### src/rtl/shift_reg_q_if.sv
// -----------------------------------------------------------------------------
// shift_reg_q_if
//   Bundle of the operation/data signals of the shift_reg_q queue. clk and
//   reset_n stay outside the bundle as plain ports.
//
//   Handshake: ctrl_code is a command sampled on every rising edge (there is no
//   ready; every command is accepted). read_valid is a one-cycle strobe that
//   marks the cycle in which data_read carries a newly popped/rotated word;
//   data_read holds its value while read_valid is low.
//
//   Signals (master = stimulus side, slave = queue side):
//     ctrl_code   m->s  3            operation select
//     data_in     m->s  LENGTH words  parallel load words (signed)
//     data_write  m->s  DATA_WIDTH    push word (signed)
//     data_read   s->m  DATA_WIDTH    registered popped/rotated word
//     read_valid  s->m  1             data_read updated this cycle
//     data_out    s->m  LENGTH words  storage view, index 0 = head
//     count       s->m  CNT_W         occupied words
//     full/empty  s->m  1             occupancy flags
//     overflow    s->m  1             sticky: push while full
//     underflow   s->m  1             sticky: pop while empty
//     data_sum    s->m  DATA_WIDTH+$clog2(LENGTH)  only with SHIFT_REG_Q_SUM_EN
// -----------------------------------------------------------------------------
interface shift_reg_q_if #(
    parameter int DATA_WIDTH = 8,
    parameter int LENGTH     = 4
);
    localparam int CNT_W = $clog2(LENGTH + 1);

    logic [2:0]                   ctrl_code;
    logic signed [DATA_WIDTH-1:0] data_in  [0:LENGTH-1];
    logic signed [DATA_WIDTH-1:0] data_write;
    logic signed [DATA_WIDTH-1:0] data_read;
    logic                         read_valid;
    logic signed [DATA_WIDTH-1:0] data_out [0:LENGTH-1];
    logic [CNT_W-1:0]             count;
    logic                         full;
    logic                         empty;
    logic                         overflow;
    logic                         underflow;
`ifdef SHIFT_REG_Q_SUM_EN
    logic signed [DATA_WIDTH+$clog2(LENGTH)-1:0] data_sum;
`endif

    modport master (
        output ctrl_code, data_in, data_write,
        input  data_read, read_valid, data_out, count, full, empty,
               overflow, underflow
`ifdef SHIFT_REG_Q_SUM_EN
        , input data_sum
`endif
    );

    modport slave (
        input  ctrl_code, data_in, data_write,
        output data_read, read_valid, data_out, count, full, empty,
               overflow, underflow
`ifdef SHIFT_REG_Q_SUM_EN
        , output data_sum
`endif
    );
endinterface

### src/rtl/shift_reg_q.sv
// -----------------------------------------------------------------------------
// shift_reg_q
//   Parametrised shift-based queue with parallel load, push to tail, pop from
//   head, combined push/pop, rotate left/right and clear. All storage words are
//   visible in parallel on data_out (index 0 = head). Words are moved bit-exact.
//
//   Ports:
//     clk      in   rising-edge clock
//     reset_n  in   synchronous active-low reset (priority over ctrl_code)
//     bus      shift_reg_q_if.slave (see interface file for signal list)
//
//   ctrl_code: 000 HOLD, 001 LOAD, 010 PUSH, 011 PUSHPOP, 100 POP,
//              101 ROTL, 110 ROTR, 111 CLEAR
//
//   Optional feature (macro SHIFT_REG_Q_SUM_EN): registered signed sum of all
//   LENGTH storage words on bus.data_sum, one cycle behind the storage.
// -----------------------------------------------------------------------------
module shift_reg_q #(
    parameter int DATA_WIDTH = 8,
    parameter int LENGTH     = 4
) (
    input  logic             clk,
    input  logic             reset_n,
    shift_reg_q_if.slave     bus
);
    localparam int CNT_W = $clog2(LENGTH + 1);

    localparam logic [2:0] OP_HOLD    = 3'b000;
    localparam logic [2:0] OP_LOAD    = 3'b001;
    localparam logic [2:0] OP_PUSH    = 3'b010;
    localparam logic [2:0] OP_PUSHPOP = 3'b011;
    localparam logic [2:0] OP_POP     = 3'b100;
    localparam logic [2:0] OP_ROTL    = 3'b101;
    localparam logic [2:0] OP_ROTR    = 3'b110;
    localparam logic [2:0] OP_CLEAR   = 3'b111;

    logic signed [DATA_WIDTH-1:0] r_mem [0:LENGTH-1];
    logic [CNT_W-1:0]             r_count;
    logic signed [DATA_WIDTH-1:0] r_data_read;
    logic                         r_read_valid;
    logic                         r_overflow;
    logic                         r_underflow;

    logic signed [DATA_WIDTH-1:0] w_mem [0:LENGTH-1];
    logic [CNT_W-1:0]             w_count;
    logic signed [DATA_WIDTH-1:0] w_data_read;
    logic                         w_read_valid;
    logic                         w_overflow;
    logic                         w_underflow;
    logic                         w_full;
    logic                         w_empty;

    assign w_full  = (r_count == CNT_W'(LENGTH));
    assign w_empty = (r_count == '0);

    // Next-state computation for every operation.
    always_comb begin
        w_mem        = r_mem;
        w_count      = r_count;
        w_data_read  = r_data_read;
        w_read_valid = 1'b0;
        w_overflow   = r_overflow;
        w_underflow  = r_underflow;

        case (bus.ctrl_code)
            OP_HOLD: begin
            end

            OP_LOAD: begin
                for (int i = 0; i < LENGTH; i++) w_mem[i] = bus.data_in[i];
                w_count = CNT_W'(LENGTH);
            end

            OP_PUSH: begin
                if (w_full) begin
                    w_overflow = 1'b1;
                end else begin
                    // Tail slot is the first unoccupied index, i.e. count.
                    for (int i = 0; i < LENGTH; i++)
                        if (CNT_W'(i) == r_count) w_mem[i] = bus.data_write;
                    w_count = r_count + CNT_W'(1);
                end
            end

            OP_PUSHPOP: begin
                if (w_empty) begin
                    // Nothing to pop: plain push into slot 0, no strobe.
                    w_mem[0] = bus.data_write;
                    w_count  = CNT_W'(1);
                end else begin
                    w_data_read  = r_mem[0];
                    w_read_valid = 1'b1;
                    for (int i = 0; i < LENGTH - 1; i++) w_mem[i] = r_mem[i + 1];
                    w_mem[LENGTH-1] = '0;
                    // After the shift the tail slot moved down to count-1.
                    for (int i = 0; i < LENGTH; i++)
                        if (CNT_W'(i) == r_count - CNT_W'(1)) w_mem[i] = bus.data_write;
                end
            end

            OP_POP: begin
                if (w_empty) begin
                    w_underflow = 1'b1;
                end else begin
                    w_data_read  = r_mem[0];
                    w_read_valid = 1'b1;
                    for (int i = 0; i < LENGTH - 1; i++) w_mem[i] = r_mem[i + 1];
                    w_mem[LENGTH-1] = '0;
                    w_count = r_count - CNT_W'(1);
                end
            end

            // Rotations act on all LENGTH words, independent of occupancy.
            OP_ROTL: begin
                for (int i = 0; i < LENGTH; i++) w_mem[i] = r_mem[(i + 1) % LENGTH];
                w_data_read  = r_mem[0];
                w_read_valid = 1'b1;
            end

            OP_ROTR: begin
                for (int i = 0; i < LENGTH; i++) w_mem[i] = r_mem[(i + LENGTH - 1) % LENGTH];
            end

            OP_CLEAR: begin
                for (int i = 0; i < LENGTH; i++) w_mem[i] = '0;
                w_count     = '0;
                w_overflow  = 1'b0;
                w_underflow = 1'b0;
            end

            default: begin
            end
        endcase
    end

    always_ff @(posedge clk) begin
        if (!reset_n) begin
            for (int i = 0; i < LENGTH; i++) r_mem[i] <= '0;
            r_count      <= '0;
            r_data_read  <= '0;
            r_read_valid <= 1'b0;
            r_overflow   <= 1'b0;
            r_underflow  <= 1'b0;
        end else begin
            r_mem        <= w_mem;
            r_count      <= w_count;
            r_data_read  <= w_data_read;
            r_read_valid <= w_read_valid;
            r_overflow   <= w_overflow;
            r_underflow  <= w_underflow;
        end
    end

    assign bus.data_out   = r_mem;
    assign bus.data_read  = r_data_read;
    assign bus.read_valid = r_read_valid;
    assign bus.count      = r_count;
    assign bus.full       = w_full;
    assign bus.empty      = w_empty;
    assign bus.overflow   = r_overflow;
    assign bus.underflow  = r_underflow;

`ifdef SHIFT_REG_Q_SUM_EN
    localparam int SUM_W = DATA_WIDTH + $clog2(LENGTH);

    logic signed [SUM_W-1:0] w_sum;
    logic signed [SUM_W-1:0] r_sum;

    // $clog2(LENGTH) guard bits make the sum of LENGTH words overflow-free.
    always_comb begin
        w_sum = '0;
        for (int i = 0; i < LENGTH; i++)
            w_sum = w_sum + {{(SUM_W-DATA_WIDTH){r_mem[i][DATA_WIDTH-1]}}, r_mem[i]};
    end

    always_ff @(posedge clk) begin
        if (!reset_n) r_sum <= '0;
        else          r_sum <= w_sum;
    end

    assign bus.data_sum = r_sum;
`endif

endmodule
### src/flat_wrapper.sv
// flat-port wrapper written by rule: the top's interface ports become plain ports
module shift_reg_q_flat 
#(
    parameter int DATA_WIDTH = 8,
    parameter int LENGTH     = 4
)
  (clk, reset_n, bus_ctrl_code, bus_data_in, bus_data_write, bus_data_read, bus_read_valid, bus_data_out, bus_count, bus_full, bus_empty, bus_overflow, bus_underflow);
  shift_reg_q_if #(.DATA_WIDTH(DATA_WIDTH), .LENGTH(LENGTH)) bus_i ();
  input  logic clk;
  input  logic reset_n;
  input wire logic [$bits(bus_i.ctrl_code)-1:0] bus_ctrl_code;
  input wire logic [$bits(bus_i.data_in)-1:0] bus_data_in;
  input wire logic [$bits(bus_i.data_write)-1:0] bus_data_write;
  output wire logic [$bits(bus_i.data_read)-1:0] bus_data_read;
  output wire logic [$bits(bus_i.read_valid)-1:0] bus_read_valid;
  output wire logic [$bits(bus_i.data_out)-1:0] bus_data_out;
  output wire logic [$bits(bus_i.count)-1:0] bus_count;
  output wire logic [$bits(bus_i.full)-1:0] bus_full;
  output wire logic [$bits(bus_i.empty)-1:0] bus_empty;
  output wire logic [$bits(bus_i.overflow)-1:0] bus_overflow;
  output wire logic [$bits(bus_i.underflow)-1:0] bus_underflow;
  assign bus_i.ctrl_code = bus_ctrl_code;
  assign bus_i.data_in = {>>{bus_data_in}};
  assign bus_i.data_write = bus_data_write;
  assign bus_data_read = bus_i.data_read;
  assign bus_read_valid = bus_i.read_valid;
  assign bus_data_out = {>>{bus_i.data_out}};
  assign bus_count = bus_i.count;
  assign bus_full = bus_i.full;
  assign bus_empty = bus_i.empty;
  assign bus_overflow = bus_i.overflow;
  assign bus_underflow = bus_i.underflow;
  shift_reg_q #(.DATA_WIDTH(DATA_WIDTH), .LENGTH(LENGTH)) u_core (.clk(clk), .reset_n(reset_n), .bus(bus_i));
endmodule
### config.mk
export PLATFORM = sky130hd
export DESIGN_NAME = shift_reg_q_flat
export DESIGN_NICKNAME = d
export VERILOG_FILES = /design/src/rtl/shift_reg_q_if.sv /design/src/rtl/shift_reg_q.sv /design/src/flat_wrapper.sv
export SDC_FILE = /design/constraint.sdc
export NUM_CORES = 1
export LEC_CHECK = 0
export ABC_AREA = 1
export CAP_MARGIN = 40
export CORE_ASPECT_RATIO = 0.75
export CORE_UTILIZATION = 48
export CTS_BUF_LIST = sky130_fd_sc_hd__clkbuf_16
export DETAILED_ROUTE_END_ITERATION = 16
export DONT_BUFFER_PORTS = 1
export MAX_ROUTING_LAYER = met4
export SLEW_MARGIN = 0
export SYNTH_ARGS = -nofsm -noshare
export SYNTH_HDL_FRONTEND = slang
export SYNTH_SLANG_ARGS = --single-unit
### constraint.sdc
create_clock -name clk -period 2.3 [get_ports clk]
set_input_delay 0.345 -clock clk [delete_from_list [all_inputs] [get_ports clk]]
set_output_delay 0.345 -clock clk [all_outputs]
set_load 0.1 [all_outputs]
Yosys cells after proc, flatten, opt, wreduce, memory -nomap -nowiden
Index checks and enable logic that the tools add are counted.
{"block": "word_totals", "out_inout_bits": 48, "register_bits": 46, "input_bits": 45}
{"block": "classes", "eq_ne": 25, "addsub": 2, "n_mux": 25, "reduce_logical": 16}
{"operator": "32-bit case mux with 7 select lines", "count": 1}
{"operator": "8-bit two-way mux", "count": 10}
{"operator": "32-bit two-way mux", "count": 2}
{"operator": "24-bit two-way mux", "count": 1}
{"operator": "2-bit != test (second input constant)", "count": 8}
{"operator": "8-bit case mux with 2 select lines", "count": 1}
{"operator": "3-bit == test (second input constant)", "count": 5}
{"operator": "3-bit case mux with 5 select lines", "count": 1}
{"operator": "5-bit AND reduction", "count": 3}
{"operator": "2-bit by 3-bit == test with 1-bit output (first input constant)", "count": 4}
{"operator": "3-bit two-way mux", "count": 3}
{"operator": "4-bit AND reduction", "count": 2}
{"operator": "7-bit nonzero test", "count": 1}
{"operator": "1-bit by 3-bit == test with 1-bit output (first input constant)", "count": 2}
{"operator": "3-bit by 2-bit == test with 1-bit output (second input constant)", "count": 2}
{"operator": "3-bit zero test", "count": 2}
{"operator": "2-bit by 1-bit != test with 1-bit output (second input constant)", "count": 3}
{"operator": "1-bit case mux with 2 select lines", "count": 3}
{"operator": "2-bit AND reduction", "count": 3}
{"operator": "2-bit nonzero test", "count": 3}
{"operator": "5-bit nonzero test", "count": 1}
{"operator": "3-bit by 1-bit adder with 3-bit output (second input constant)", "count": 1}
{"operator": "3-bit by 1-bit == test with 1-bit output (second input constant)", "count": 1}
{"operator": "1-bit two-way mux", "count": 3}
{"operator": "other kinds (2)", "count": 2}

Depth between registers and ports, before layout
{"block": "depth", "word_depth": 5, "depth_mapped": 12, "ltp_nobuf": 12}

Worst setup path after synthesis
No wires, ideal clock.
{"block": "synth_path", "kind": "register to register", "from": "register u_core.r_count[0], in the netlist u_core.bus.count[0]", "to": "register u_core.r_mem, in the netlist u_core.bus.data_out[5]", "path_stages_with_launch": 11, "setup_slack_ns": -0.556, "path_buffers": 1, "arrival_ns": 2.792, "synth_period_minus_slack_ns": 2.856, "required_time_ns": 2.236, "setup_time_ns": 0.064, "path_cell_list": "dfxtp_1 inv_1 ha_1 nand2_1 inv_1 nand2_1 nand3_2 buf_4 nand2_1 nand2_1 nor2_1"}
{"block": "synth_between", "elab_cells_between_ends": 13, "classes_between": "1 x add/sub; 7 x eq/ne; 3 x mux; 2 x reduce/logical"}
{"item": "from (decl)", "line_no": "shift_reg_q.sv:38", "source": "logic [CNT_W-1:0] r_count;"}
{"item": "from (signal assigned)", "line_no": "shift_reg_q.sv:146", "source": "r_count <= w_count;"}
{"item": "3-bit == test", "line_no": "shift_reg_q.sv:53", "source": "assign w_full = (r_count == CNT_W'(LENGTH));"}
{"item": "net bus_full", "line_no": "flat_wrapper.sv:18", "source": "output wire logic [$bits(bus_i.full)-1:0] bus_full;"}
{"item": "2-bit != test (no line)"}
{"item": "5-bit AND reduction (no line)"}
{"item": "to (signal assigned)", "line_no": "shift_reg_q.sv:145", "source": "r_mem <= w_mem;"}
{"item": "to (decl)", "line_no": "shift_reg_q.sv:37", "source": "logic signed [DATA_WIDTH-1:0] r_mem [0:LENGTH-1];"}
The timed path passes the listed nets, and every way through them passes these cells. The select of a mux whose other input is x is not followed.
A chain may end at the register's enable or synchronous reset.

Worst setup path in the final report
{"block": "layout_path", "from": "register u_core.r_count[1], in the netlist u_core.bus.count[1]", "to": "output port bus_empty"}
{"block": "layout_between", "elab_chain_len": 1}
{"item": "3-bit zero test", "line_no": "shift_reg_q.sv:54", "source": "assign w_empty = (r_count == '0);"}
{"item": "to (decl)", "line_no": "flat_wrapper.sv:19", "source": "output wire logic [$bits(bus_i.empty)-1:0] bus_empty;"}
Every way passes these cells.

==> results.yml <==
route:
  routedWlPerCell_um: 15.6
  viasPerCell: 5.49
  drtPass1Iterations: 5
  antenna_left: 0
  wl_um: 10900
  dr.first_iter.drc_count: 219
  drc: 0
  num_vias: 3839
clock_tree:
  insertion_delay_ns: 0.29
  clock_sinks: 46
  path_clk_slew_ns: 0.06
  cts_tree: "built"
  clockBufferDepth: 2
  cts_resized: 0
  postCtsSetupBuffers: 0
  cts.htree.levels: 2
  cts_root_buf: "clkbuf_16"
  cts_hold_buf: 0
  cts_made_buffers: 5
min_path:
  hold-path-endpoint: "u_core.bus.count[0]"
  hold_start: "reset_n"
  holdPathStages: 2
  hold_class: "in2reg"
yosys:
  synth_top_family_by_area: "simple AND/OR/NAND/NOR gates"
  syn-instance-count: 575
  synth-edff-count: 0
  syn_area_um2: 3260
  avgSynthCellArea_um2: 5.68
  syn-num-nets: 627
  synth_flop_cell: "dfxtp_1"
  seq_area_frac_synth_pct: 28.2
  synth_area_leader_cell: "dfxtp_1"
  synth_fa_ha_area_share_pct: 2.68
  yosysUniqueCellTypes: 25
  synth-simple-area-share_pct: 42.5
  synthArstFlopShare_pct: 0
  synth.area.mux_share_pct: 0
  ys_ff_latch: 46
  synth_compound_area_share_pct: 16.1
  synth-xor-area-share_pct: 0
  yosysTopAreaCellShare_pct: 28.2
  synth_area_leaders: "dfxtp_1, nand2_1, nor2_1, nand3_1, inv_1"
  yosysWarnings: 0
critical_path:
  crit_slowest_cell: "dfxtp_4"
  crit_path_end_kind: "output pin"
  cp_num_buf_inv: 3
  path_cells: "inv_1 -> ha_1 -> nand2_2 -> inv_2 -> buf_4"
  regToRegSetupSlack_ns: 0.48
  arrival_ns: 1.48
  required_ns: 1.96
  worstSetupPathType: "reg2out"
  start_kind: "register"
  crit_family: "buffers and inverters"
  reg2reg_from: "u_core.bus.count[1]"
  cp_max_fo: 5
  reg2regPathDepth: 9
  r2r_end: "u_core.bus.data_out[21]"
  critPathMaxStageDelay_ns: 0.36
grt:
  use_met3_pct: 4.76
  grt_pass1_wl_um: 17100
  grt_max_degree: 28
  grt_pass1_vias: 3437
  use_met1_pct: 41.8
  overflow: 0
  antenna_found_initial: 0
  use_met2_pct: 50.8
  grt.total_usage_pct: 31.9
  grt-busiest-layer: "met2"
finish:
  drive_above_1_share_pct: 14.4
  syn2layout_area_growth_pct: 18.0
  fin_nets: 670
  fillers: 684
  n_antenna_cell: 0
sta:
  max_freq_mhz: 548
  grt_setup_unrepaired: "false"
  relSlewSlack_pct: 53.0
  layout_min_cycle_time_ns: 1.83
  tightest_slew_ns: 0.704
  hold_slack_ns: 0.173
  final.setup_skew_ns: 0.00424
  setup_tns_ns: 0
  hold_viol_final: 0
  post-route-period-util_pct: 79.4
  finalSetupViolCount: 0
  drv_slew: 0
placed_design:
  gp_congestion: 0.938
  hpwl_um: 8170
  io_buffers: 0
outcome:
  status: "finished, final reports clean"
floorplan:
  die_w_um: 97.2
  std_cell_rows: 25
  ios: 93
  fp.coreArea_um2: 6440
  die-area_um2: 7140
  initial_core_util_pct: 50.6
  die-height_um: 73.4
pwr:
  leakagePower_nw: 1.89
  max-vdd-ir-drop_v: 0.000331
  powerDensity_nw_per_um2: 801
run:
  maxCapViolCount: 0
-- worst max path at each step --
stage | depth (start not counted) | slack [ns] | startpoint | end
2_1_floorplan | 10 | 0.03 | u_core.bus.count[1] | u_core.bus.data_out[5]
3_3_place_gp | 9 | 0.51 | u_core.bus.count[0] | u_core.bus.data_out[28]
3_5_place_dp | 8 | 0.49 | u_core.bus.count[0] | u_core.bus.data_out[4]
4_1_cts | 5 | 0.47 | u_core.bus.count[1] | bus_empty
5_1_grt | 9 | 0.33 | u_core.bus.count[1] | u_core.bus.data_out[21]
6_report | 5 | 0.47 | u_core.bus.count[1] | bus_empty
-- metrics by stage --
stage	instance area [µm²]	std cells	power, mW	utilization, %	setup slack, ns
floorplan	3280	575	2.08	-	0.0344
global placement	3710	692	2.36	57.7	0.511
detailed placement	3710	692	2.38	57.7	0.491
CTS	3850	699	3.09	59.7	0.472
global route	3850	699	3.22	59.7	0.327
finish	3850	699	3.08	59.7	0.474
-- cell families (layout without fill, tap and decap cells) --
| group | after synthesis | in the layout |
|---|---|---|
| simple gates | 344 | 344 |
| flops | 46 | 46 |
| compound gates | 93 | 93 |
| buf+inv | 85 | 128 |
| fa+ha+maj | 7 | 7 |
-- placed cells by master, fill, tap and decap left out --
cell / count
nand3_1: 42
nor2_1: 115
o21ai_1: 4
nor2_2: 1
dfxtp_4: 2
dfxtp_2: 1
inv_2: 7
ha_1: 7
o21a_1: 1
o211ai_1: 1
o21ai_4: 1
nor2_4: 1
a21oi_1: 36
nand2_2: 5
o21ai_2: 1
nand3_2: 3
clkbuf_16: 5
o21ai_0: 18
nand2_1: 175
o22ai_1: 30
dfxtp_1: 43
inv_1: 53
nand4_1: 2
buf_4: 59
clkinvlp_4: 1
o221ai_1: 1
clkinv_2: 2
clkinv_1: 1
-- power by group --
group	internal (mW)	switching, mW	total (mW)
Sequential	0.878	0.0413	0.920
Combinational	0.314	1.14	1.46
Clock	0.393	0.312	0.705
-- registers in the layout, indices dropped and copies added, names as in the netlist --
register and count:
u_core.bus.data_out 32, u_core.bus.data_read 8, u_core.bus.count 3, u_core.bus.overflow 1, u_core.bus.read_valid 1, u_core.bus.underflow 1
-- cells in the mapped netlist (2+ instances only) --
library cell / n
dfxtp_1: 46
nand3_2: 3
ha_1: 7
o22ai_1: 30
nand2_2: 4
clkbuf_1: 10
nand2_1: 176
nor2_1: 115
buf_4: 2
nand3_1: 42
o21ai_0: 18
buf_2: 11
inv_2: 6
a21oi_1: 36
inv_1: 55
o21ai_1: 4
nand4_1: 2
-- per-layer routing --
metal  wire length, µm  part of all wire [%]
met1              5000                    46
met3               752                   6.9
met5                 0                     0
met2              4990                    46
met4               193                   1.8
-- cell type report --
cell class                      instances  area (µm²)  area share, %
Sequential cell                        46         930           24.1
Multi-Input combinational cell        444        2000           52.1
Tap cell                               81         101           2.63
Clock buffer                            5         125           3.25
Clock inverter                          2        10.0          0.260
Inverter                               62         236           6.14
Timing Repair Buffer                   59         443           11.5
Power figures use the tool's default switching activity.
